## src/rtl/ic0_bus_master_if.sv

```systemverilog
// ic0 bus master port bundle: processor-side request/response and ic0 bus side.
interface ic0_bus_master_if #(
   parameter int N_SLV = 4
);
   logic                  req_valid;
   logic                  req_ready;
   logic                  req_wr;
   logic [31:0]           req_addr;
   logic [31:0]           req_data;
   logic                  rsp_valid;
   logic [31:0]           rsp_data;
   logic                  rsp_err;
   logic                  ic0_c_axi_mst_wr_valid;
   logic                  ic0_c_axi_mst_rd_valid;
   logic [31:0]           ic0_axi_mst_wr_addr;
   logic [31:0]           ic0_axi_mst_wr_data;
   logic [31:0]           ic0_axi_mst_rd_addr;
   logic [N_SLV-1:0]      ic0_c_axi_slv_rd_ready;
   logic [32*N_SLV-1:0]   ic0_axi_slv_rd_data;

   modport master (
      input  req_valid, req_wr, req_addr, req_data,
      input  ic0_c_axi_slv_rd_ready, ic0_axi_slv_rd_data,
      output req_ready, rsp_valid, rsp_data, rsp_err,
      output ic0_c_axi_mst_wr_valid, ic0_c_axi_mst_rd_valid,
      output ic0_axi_mst_wr_addr, ic0_axi_mst_wr_data, ic0_axi_mst_rd_addr
   );

   modport slave (
      output req_valid, req_wr, req_addr, req_data,
      output ic0_c_axi_slv_rd_ready, ic0_axi_slv_rd_data,
      input  req_ready, rsp_valid, rsp_data, rsp_err,
      input  ic0_c_axi_mst_wr_valid, ic0_c_axi_mst_rd_valid,
      input  ic0_axi_mst_wr_addr, ic0_axi_mst_wr_data, ic0_axi_mst_rd_addr
   );
endinterface

```

## src/rtl/ic0_bus_master.sv

```systemverilog
// ic0 bus master: buffers processor requests in a FIFO and issues them one at
// a time on the ic0 register bus; reads wait for a slave rd_ready with timeout.
//
// state  | meaning
// -------+-------------------------------------------------------------
// S_IDLE | waiting for a FIFO entry; pops the head and launches it
// S_WR   | write strobe on the bus (posted, no response)
// S_RD   | read strobe on the bus; wait counter cleared
// S_WAIT | waiting for any rd_ready, or timeout after TIMEOUT cycles
// S_RESP | response pulse to the requester
module ic0_bus_master #(
   parameter int N_SLV      = 4,
   parameter int FIFO_DEPTH = 4,
   parameter int TIMEOUT    = 16
) (
   input  logic              clk,
   input  logic              rst,
   ic0_bus_master_if.master  bus
);
   localparam int AW = $clog2(FIFO_DEPTH);
   localparam logic [AW:0] DEPTH_C    = (AW+1)'(FIFO_DEPTH);
   localparam logic [7:0]  TMO_LAST_C = 8'(TIMEOUT - 1);

   typedef enum logic [2:0] {S_IDLE, S_WR, S_RD, S_WAIT, S_RESP} state_t;

   logic              fifo_wr_q   [FIFO_DEPTH];
   logic [31:0]       fifo_addr_q [FIFO_DEPTH];
   logic [31:0]       fifo_data_q [FIFO_DEPTH];
   logic [AW-1:0]     wr_ptr_q, rd_ptr_q;
   logic [AW:0]       count_q;
   logic              push, pop;

   state_t            state_q;
   logic [7:0]        wait_cnt_q;
   logic              wr_valid_q, rd_valid_q, rsp_valid_q, rsp_err_q;
   logic [31:0]       wr_addr_q, wr_data_q, rd_addr_q, rsp_data_q;
   logic [31:0]       rd_or;
   logic              rd_multi;

   assign bus.req_ready = (count_q != DEPTH_C);
   assign push = bus.req_valid & bus.req_ready;
   assign pop  = (state_q == S_IDLE) && (count_q != '0);

   // Merge slave return paths; idle slaves drive zero so a plain OR suffices.
   always_comb begin
      rd_or = '0;
      for (int i = 0; i < N_SLV; i++) rd_or = rd_or | bus.ic0_axi_slv_rd_data[32*i +: 32];
      rd_multi = (bus.ic0_c_axi_slv_rd_ready & (bus.ic0_c_axi_slv_rd_ready - N_SLV'(1))) != '0;
   end

   // FIFO storage; contents need no reset since count_q gates every read.
   always_ff @(posedge clk) begin
      if (push) begin
         fifo_wr_q[wr_ptr_q]   <= bus.req_wr;
         fifo_addr_q[wr_ptr_q] <= bus.req_addr;
         fifo_data_q[wr_ptr_q] <= bus.req_data;
      end
   end

   // FIFO pointers and occupancy.
   always_ff @(posedge clk) begin
      if (rst) begin
         wr_ptr_q <= '0;
         rd_ptr_q <= '0;
         count_q  <= '0;
      end else begin
         if (push) wr_ptr_q <= wr_ptr_q + AW'(1);
         if (pop)  rd_ptr_q <= rd_ptr_q + AW'(1);
         if (push && !pop)      count_q <= count_q + (AW+1)'(1);
         else if (pop && !push) count_q <= count_q - (AW+1)'(1);
      end
   end

   // Transaction FSM with registered bus strobes and response outputs.
   always_ff @(posedge clk) begin
      if (rst) begin
         state_q     <= S_IDLE;
         wait_cnt_q  <= '0;
         wr_valid_q  <= 1'b0;
         rd_valid_q  <= 1'b0;
         rsp_valid_q <= 1'b0;
         rsp_err_q   <= 1'b0;
         wr_addr_q   <= '0;
         wr_data_q   <= '0;
         rd_addr_q   <= '0;
         rsp_data_q  <= '0;
      end else begin
         wr_valid_q  <= 1'b0;
         rd_valid_q  <= 1'b0;
         rsp_valid_q <= 1'b0;
         case (state_q)
            S_IDLE: begin
               if (count_q != '0) begin
                  if (fifo_wr_q[rd_ptr_q]) begin
                     state_q    <= S_WR;
                     wr_valid_q <= 1'b1;
                     wr_addr_q  <= fifo_addr_q[rd_ptr_q];
                     wr_data_q  <= fifo_data_q[rd_ptr_q];
                  end else begin
                     state_q    <= S_RD;
                     rd_valid_q <= 1'b1;
                     rd_addr_q  <= fifo_addr_q[rd_ptr_q];
                  end
               end
            end
            S_WR: state_q <= S_IDLE;
            S_RD: begin
               wait_cnt_q <= '0;
               state_q    <= S_WAIT;
            end
            S_WAIT: begin
               if (bus.ic0_c_axi_slv_rd_ready != '0) begin
                  rsp_data_q  <= rd_or;
                  rsp_err_q   <= rd_multi;
                  rsp_valid_q <= 1'b1;
                  state_q     <= S_RESP;
               end else if (wait_cnt_q == TMO_LAST_C) begin
                  rsp_data_q  <= '0;
                  rsp_err_q   <= 1'b1;
                  rsp_valid_q <= 1'b1;
                  state_q     <= S_RESP;
               end else begin
                  wait_cnt_q <= wait_cnt_q + 8'd1;
               end
            end
            S_RESP:  state_q <= S_IDLE;
            default: state_q <= S_IDLE;
         endcase
      end
   end

   assign bus.ic0_c_axi_mst_wr_valid = wr_valid_q;
   assign bus.ic0_c_axi_mst_rd_valid = rd_valid_q;
   assign bus.ic0_axi_mst_wr_addr    = wr_addr_q;
   assign bus.ic0_axi_mst_wr_data    = wr_data_q;
   assign bus.ic0_axi_mst_rd_addr    = rd_addr_q;
   assign bus.rsp_valid              = rsp_valid_q;
   assign bus.rsp_data               = rsp_data_q;
   assign bus.rsp_err                = rsp_err_q;
endmodule

```

## src/flat_wrapper.sv

```systemverilog
// flat-port wrapper written by rule: the top's interface ports become plain ports
module ic0_bus_master_flat 
#(
   parameter int N_SLV      = 4,
   parameter int FIFO_DEPTH = 4,
   parameter int TIMEOUT    = 16
)
  (clk, rst, bus_req_valid, bus_req_wr, bus_req_addr, bus_req_data, bus_ic0_c_axi_slv_rd_ready, bus_ic0_axi_slv_rd_data, bus_req_ready, bus_rsp_valid, bus_rsp_data, bus_rsp_err, bus_ic0_c_axi_mst_wr_valid, bus_ic0_c_axi_mst_rd_valid, bus_ic0_axi_mst_wr_addr, bus_ic0_axi_mst_wr_data, bus_ic0_axi_mst_rd_addr);
  ic0_bus_master_if #(.N_SLV(N_SLV)) bus_i ();
  input  logic clk;
  input  logic rst;
  input wire logic [$bits(bus_i.req_valid)-1:0] bus_req_valid;
  input wire logic [$bits(bus_i.req_wr)-1:0] bus_req_wr;
  input wire logic [$bits(bus_i.req_addr)-1:0] bus_req_addr;
  input wire logic [$bits(bus_i.req_data)-1:0] bus_req_data;
  input wire logic [$bits(bus_i.ic0_c_axi_slv_rd_ready)-1:0] bus_ic0_c_axi_slv_rd_ready;
  input wire logic [$bits(bus_i.ic0_axi_slv_rd_data)-1:0] bus_ic0_axi_slv_rd_data;
  output wire logic [$bits(bus_i.req_ready)-1:0] bus_req_ready;
  output wire logic [$bits(bus_i.rsp_valid)-1:0] bus_rsp_valid;
  output wire logic [$bits(bus_i.rsp_data)-1:0] bus_rsp_data;
  output wire logic [$bits(bus_i.rsp_err)-1:0] bus_rsp_err;
  output wire logic [$bits(bus_i.ic0_c_axi_mst_wr_valid)-1:0] bus_ic0_c_axi_mst_wr_valid;
  output wire logic [$bits(bus_i.ic0_c_axi_mst_rd_valid)-1:0] bus_ic0_c_axi_mst_rd_valid;
  output wire logic [$bits(bus_i.ic0_axi_mst_wr_addr)-1:0] bus_ic0_axi_mst_wr_addr;
  output wire logic [$bits(bus_i.ic0_axi_mst_wr_data)-1:0] bus_ic0_axi_mst_wr_data;
  output wire logic [$bits(bus_i.ic0_axi_mst_rd_addr)-1:0] bus_ic0_axi_mst_rd_addr;
  assign bus_i.req_valid = bus_req_valid;
  assign bus_i.req_wr = bus_req_wr;
  assign bus_i.req_addr = bus_req_addr;
  assign bus_i.req_data = bus_req_data;
  assign bus_i.ic0_c_axi_slv_rd_ready = bus_ic0_c_axi_slv_rd_ready;
  assign bus_i.ic0_axi_slv_rd_data = bus_ic0_axi_slv_rd_data;
  assign bus_req_ready = bus_i.req_ready;
  assign bus_rsp_valid = bus_i.rsp_valid;
  assign bus_rsp_data = bus_i.rsp_data;
  assign bus_rsp_err = bus_i.rsp_err;
  assign bus_ic0_c_axi_mst_wr_valid = bus_i.ic0_c_axi_mst_wr_valid;
  assign bus_ic0_c_axi_mst_rd_valid = bus_i.ic0_c_axi_mst_rd_valid;
  assign bus_ic0_axi_mst_wr_addr = bus_i.ic0_axi_mst_wr_addr;
  assign bus_ic0_axi_mst_wr_data = bus_i.ic0_axi_mst_wr_data;
  assign bus_ic0_axi_mst_rd_addr = bus_i.ic0_axi_mst_rd_addr;
  ic0_bus_master #(.N_SLV(N_SLV), .FIFO_DEPTH(FIFO_DEPTH), .TIMEOUT(TIMEOUT)) u_core (.clk(clk), .rst(rst), .bus(bus_i));
endmodule
```

## config.mk

```make
export PLATFORM = sky130hd
export DESIGN_NAME = ic0_bus_master_flat
export DESIGN_NICKNAME = d
export VERILOG_FILES = /design/src/rtl/ic0_bus_master_if.sv /design/src/rtl/ic0_bus_master.sv /design/src/flat_wrapper.sv
export SDC_FILE = /design/constraint.sdc
export NUM_CORES = 1
export LEC_CHECK = 0
export CAP_MARGIN = 10
export CELL_PAD_IN_SITES_DETAIL_PLACEMENT = 1
export CELL_PAD_IN_SITES_GLOBAL_PLACEMENT = 1
export CORE_ASPECT_RATIO = 0.9
export CORE_MARGIN = 8
export CORE_UTILIZATION = 44
export DETAILED_ROUTE_END_ITERATION = 7
export GPL_TIMING_DRIVEN = 1
export HOLD_SLACK_MARGIN = 0.03
export PLACE_DENSITY_LB_ADDON = 0.1
export SYNTH_ARGS = -nofsm -noshare
export SYNTH_HDL_FRONTEND = slang
export SYNTH_SLANG_ARGS = --single-unit
```

## constraint.sdc

```tcl
create_clock -name clk -period 6.8 [get_ports clk]
set_input_delay 1.36 -clock clk [delete_from_list [all_inputs] [get_ports clk]]
set_output_delay 1.36 -clock clk [all_outputs]
set_load 0.1 [all_outputs]
```

Yosys cells after proc, flatten, opt, wreduce, memory -nomap -nowiden
Memory sizes are Yosys's and may differ from the RTL's. A register that Yosys moved wholly into a read port is not among the register bits. Index checks and enable logic that the tools add are counted.

Bits in writable memories: 260. Bits of input ports: 200. Register bits after elaboration: 118. Memories: 3. Logic and storage cells: 81. Output and inout port bits: 133.

Equality and inequality tests: 8. Add/subtract/negate cells: 6. Reductions and logical operators: 19. Bitwise gates (word level): 9. Muxes and demuxes: 24.

Memory list: u_core.fifo_addr_q (depth 4, width 32, read ports 1, clocked after Yosys merged registers in 1, write ports 1, line ic0_bus_master.sv:27) `logic [31:0] fifo_addr_q [FIFO_DEPTH];`; u_core.fifo_data_q (depth 4, width 32, read ports 1, clocked after Yosys merged registers in 1, write ports 1, line ic0_bus_master.sv:28) `logic [31:0] fifo_data_q [FIFO_DEPTH];`; u_core.fifo_wr_q (depth 4, width 1, read ports 1, clocked after Yosys merged registers in 1, write ports 1, line ic0_bus_master.sv:26) `logic fifo_wr_q [FIFO_DEPTH];`.

Operators with widths (count): $or A32 B32 Y32 (3); $mux W32 (2); $mux W8 (2); $pmux W8 S2 (1); $mux W3 (5); $mux W2 (5); $pmux W3 S3 (1); $reduce_and A3 Y1 (3); $add A8 B1 Y8 const B (1); $eq A8 B4 Y1 const B (1); $mux W1 (8); $reduce_bool A4 Y1 (2); $eq A3 B2 Y1 const B (2); $ne A2 B2 Y1 const B (3); $reduce_bool A2 Y1 (3); $add A2 B1 Y2 const B (2); $and A4 B4 Y4 (1); $not A1 Y1 (4); $reduce_and A2 Y1 (2); $sub A4 B1 Y4 const B (1); $add A3 B1 Y3 const B (1); $logic_and A1 B1 Y1 (3); $logic_not A3 Y1 (1); $ne A3 B1 Y1 const B (1); other kinds (7) (8).

Logic depth before layout (Yosys ltp)
Depth in word-level cells: 6. Gate-level depth with buffers: 8. Gate-level depth less buffers: 8.

Worst setup path after synthesis
Ideal clock, no wire load.

Path type: in2reg. From: in bus_req_valid. To: mem u_core.fifo_addr_q[0][0], enable pin. Required time: 6.370 ns. Arrival: 3.329 ns. Cell stages on the path: 2. Buffers on the path: 0. Setup time: 0.430 ns. Path slack: 3.041 ns. Cells stage by stage: a21boi_1 -> and2_1.

Word-level cells in the longest chain between the ends: 3.

RTL lines: start: declaration (line flat_wrapper.sv:12) `input wire logic [$bits(bus_i.req_valid)-1:0] bus_req_valid;`; $and A1 B1 Y1 (line ic0_bus_master.sv:41) `assign push = bus.req_valid & bus.req_ready;`; $mux W1 (line ic0_bus_master.sv:53) `if (push) begin`; $mux W1 (not written as such) (line ic0_bus_master.sv:55) `fifo_addr_q[wr_ptr_q] <= bus.req_addr;`; end: declaration (line ic0_bus_master.sv:27).

Every way passes these cells.

Worst setup path after layout
From: reg u_core.count_q[0]. To: out bus_req_ready.

Word-level cells in the longest chain between the ends: 1.

RTL lines: start: declaration (line ic0_bus_master.sv:30) `logic [AW:0] count_q;`; start signal: assignment (line ic0_bus_master.sv:69) `if (push && !pop) count_q <= count_q + (AW+1)'(1);`; start signal: assignment (line ic0_bus_master.sv:70) `else if (pop && !push) count_q <= count_q - (AW+1)'(1);`; $ne A3 B3 Y1 (line ic0_bus_master.sv:40) `assign bus.req_ready = (count_q != DEPTH_C);`; end: declaration (line flat_wrapper.sv:18) `output wire logic [$bits(bus_i.req_ready)-1:0] bus_req_ready;`.

Every way passes these cells.

==> summary.txt <==
Critical path
  • Kind of end point of the critical path: output port
  • Crit Path Category: reg2out
  • Slowest stage delay, CP: 1.17 ns
  • Type of origin of the critical path: flop
  • Crit path buf inv count: 1
  • Critical Path AT: ~2.3 ns
  • Cell with the biggest individual delay on the critical path: sky130_fd_sc_hd__clkdlybuf4s50_1
  • CP Cell Sequence: nor2_1 -> nand2_1 -> clkdlybuf4s50_1
  • Largest fanout on the critical path: 5
  • Required @ worst endpoint: about 5.4 ns
  • Cell family contributing the most delay on the critical path: buffers and inverters

Final layout
  • Share of post-route cells with drive strength above 1: between 10% and 20%
  • Most common cell after layout, fill and taps aside: sky130_fd_sc_hd__clkdlybuf4s50_1
  • Area delta synth->final: 34.2%
  • Fill count: roughly 3,200
  • Fin area: around 20,000 sq um
  • Area of the multi-input gates: between 3000 and 4000 sq um
  • Nets@finish: approximately 1,500
  • Commonest cells after routing, fill and taps aside: 331 x sky130_fd_sc_hd__clkdlybuf4s50_1, 260 x sky130_fd_sc_hd__edfxtp_1, 202 x sky130_fd_sc_hd__nand2_1
  • Final core utilization: between 50% and 60%
  • Sequential cell area in the final layout: between 10,000 and 15,000 sq um

Floorplan
  • Effective utilization at floorplan: ~44%
  • Die area: just over 40,000 sq um
  • Count of pins on the block boundary: about 330
  • Number of rows in the core area: 64
  • Core ar.: 33,900 sq um
  • Die Span Y: 191 microns
  • Die width: 211 microns

Clock network
  • CTS buffer count: 43
  • CTS clock-pin slew for the worst setup and hold paths: ~0.060 ns
  • H-tree depth: 2
  • Number of gates resized after cts: 0
  • Setup fix buffers added after clock tree synthesis: 0
  • CTS Root Buffer Type: sky130_fd_sc_hd__clkbuf_16
  • Deepest clock path buffer count: 3
  • CTS tree: built
  • Clock sink count: just over 400
  • Hold-fix buffer count after cts: 0
  • Clock latency at the later pin of the worst-skew pair: roughly 0.55 ns

Synthesis
  • Number of enable-type register cells in the synthesized netlist: 260
  • Most instantiated flip-flop cell in the synthesis netlist: sky130_fd_sc_hd__edfxtp_1
  • Post-synthesis sequential element count: about 410
  • Number of cells produced by synthesis: 1,005
  • Area share of the largest cell type after synthesis: 51.9%
  • Post-synth top area cell: sky130_fd_sc_hd__edfxtp_1
  • Cell area after synthesis: approximately 15,000 sq um
  • Syn Area/Cell: approximately 15 sq um
  • Share of flip-flops with an asynchronous set or reset after synthesis: 0%
  • Sequential area share after synthesis: slightly above 70%
  • Synth Net Count: 1,212
  • Top cells by area, synth: sky130_fd_sc_hd__edfxtp_1 52%, sky130_fd_sc_hd__dfxtp_1 20%, sky130_fd_sc_hd__mux4_2 9.7%
  • Count of warnings emitted by yosys: 0
  • Synth unique cells: 43

Global routing
  • Global-route wire length before repair: 63,200 microns
  • Antenna violations before repair: 7
  • Vias in the first global route: slightly above 10,000
  • GR Util All Layers: ~20%
  • Pin count of the biggest net entering global routing: 66
  • Overall overflow remaining after global route: 0

Placement
  • Placed Instance Area: approximately 19,000 sq um
  • Detailed-placement wirelength estimate: around 28,000 microns
  • Placer's final routability congestion estimate: 0.947
  • Count of port buffers added during placement: approximately 330

Drt
  • Number of detailed-routing iterations run before antenna repair: 4
  • Via-per-instance ratio: roughly 5.3
  • Post-detailed-route count of antenna-violating nets: 0
  • Average wire per standard cell: 23.4 microns
  • Count of vias placed by the detailed router: just under 10,000
  • Number of DRC violations after detailed routing: 0
  • Routed wire length: 42,800 microns
  • Drt first-iter violations: around 450

Power
  • Static leakage: approximately 6.6 nW
  • Total Power Consumption: a little over 9 mW
  • Highest ir drop seen on vdd: roughly 0.00024 V
  • Ratio of total power to cell area: approximately 450 nW/um^2

STA
  • Setup violations, final: 0
  • Period utilization: between 50% and 60%
  • Final worst path period need: 3.67 ns
  • Unrepaired setup endpoints after global routing: false
  • Final hold vios: 0
  • Fin. max-slew vios: 0
  • Remaining max-slew budget at the tightest pin: a little under a quarter
  • Fmax: 272 MHz
  • Sum of negative setup slack: 0 ns
  • Skew final: ~0.021 ns
  • Measured slew at the worst slew-check pin: approximately 1.1 ns

Flow run
  • Reported max-cap violation count: 0

Run status
  • Outcome: finished clean

Min path
  • Class of the tightest hold or removal check: reg2reg
[cell usage after synthesis (4+ instances only)]
cell and number:
sky130_fd_sc_hd__a21oi_1 102, sky130_fd_sc_hd__nor3_1 5, sky130_fd_sc_hd__clkbuf_1 32, sky130_fd_sc_hd__edfxtp_1 260, sky130_fd_sc_hd__and2_1 6, sky130_fd_sc_hd__nor2_1 12, sky130_fd_sc_hd__mux2i_1 4, sky130_fd_sc_hd__o2bb2ai_1 32
sky130_fd_sc_hd__nand3_1 7, sky130_fd_sc_hd__buf_2 23, sky130_fd_sc_hd__dfxtp_1 152, sky130_fd_sc_hd__or3_1 7, sky130_fd_sc_hd__ha_1 6, sky130_fd_sc_hd__inv_1 7, sky130_fd_sc_hd__o221ai_1 4, sky130_fd_sc_hd__buf_6 4
sky130_fd_sc_hd__nand2_1 202, sky130_fd_sc_hd__mux4_2 65, sky130_fd_sc_hd__xor2_1 5, sky130_fd_sc_hd__nor4_1 32, sky130_fd_sc_hd__o21ai_0 8, sky130_fd_sc_hd__o211ai_1 4
[worst paths after layout]
| kind | startpoint | to | slack, ns | depth (start not counted) |
|---|---|---|---|---|
| worst max-delay path | u_core.count_q[0] | bus_req_ready | 3.13 | 3 |
| worst min-delay path | u_core.bus.ic0_axi_mst_rd_addr[27] | u_core.bus.ic0_axi_mst_rd_addr[27] | 0.45 | 2 |
| worst max register to register | flop | u_core.bus.ic0_axi_mst_rd_addr[31] | 3.91 | 6 |
| worst min register to register | u_core.bus.ic0_axi_mst_rd_addr[27] | u_core.bus.ic0_axi_mst_rd_addr[27] | 0.45 | 2 |
[metrics by stage]
stage | hold slack [ns] | setup slack [ns] | instances
after floorplan | 0.469 | 3.04 | 1005
after global placement | 0.442 | 3.06 | 1746
after detailed placement | 0.447 | 2.98 | 1746
after CTS | 0.458 | 3.09 | 1826
after global routing | 0.481 | 3.06 | 1829
final | 0.454 | 3.13 | 1830
[registers in the layout, summed over array words and instances, names as in the netlist, 2 cells and up, named ones only]
| signal | cells |
|---|---|
| u_core.bus.rsp_data | 32 |
| u_core.bus.ic0_axi_mst_rd_addr | 32 |
| u_core.count_q | 3 |
| u_core.fifo_addr_q | 128 |
| u_core.rd_ptr_q | 2 |
| u_core.bus.ic0_axi_mst_wr_addr | 32 |
| u_core.wr_ptr_q | 2 |
| u_core.bus.ic0_axi_mst_wr_data | 32 |
| u_core.wait_cnt_q | 8 |
| u_core.state_q | 3 |
| u_core.fifo_wr_q | 4 |
| u_core.fifo_data_q | 128 |
[report_power, final]
part | internal [mW] | total (mW) | leakage [nW] | switching, mW
sequential | 3.07 | 3.30 | 3.62 | 0.239
clock | 1.39 | 2.34 | 0.690 | 0.955
combinational | 0.922 | 3.43 | 2.26 | 2.50
total | 5.38 | 9.07 | 6.57 | 3.70
[layout make-up]
type                    instances  area share, %
flip-flops and latches        412           53.8
diodes                          4         0.0496
inverters                       7          0.130
repair buffers                338           16.7
well taps                     462           2.87
clock inverters                23           1.13
multi-input cells             527           19.4
clock buffers                  57           5.90
[per-layer routing]
metal  GRT usage [%]  up-vias  routed length (microns)
li1                -     4446                        -
met1            25.5     4851                    17900
met4            5.73       10                      933
met2            35.1      261                    21400
met5               0        -                       65
met3            5.31       57                     2520
[worst register-to-register path: stages, from the launching register on]
cell	delay (ns)
sky130_fd_sc_hd__dfxtp_2	0.31
sky130_fd_sc_hd__buf_4	0.55
sky130_fd_sc_hd__mux4_2	0.73
sky130_fd_sc_hd__nor3_4	0.40
sky130_fd_sc_hd__buf_4	0.41
sky130_fd_sc_hd__nand2_1	0.24
sky130_fd_sc_hd__a21oi_1	0.17
[kinds of logic (layout without fill, tap and decap cells)]
kind of cell,after synthesis,after routing,synth area share (%)
compound gates,158,158,6.33
xor+xnor,6,6,0.349
buf+inv,66,425,2.04
fa+ha+maj,7,7,0.632
simple gates,287,287,8.49
other cells,0,4,0
flops,412,412,72.2
mux,69,69,10.0
Note: power is estimated with default switching activity, not from simulation.
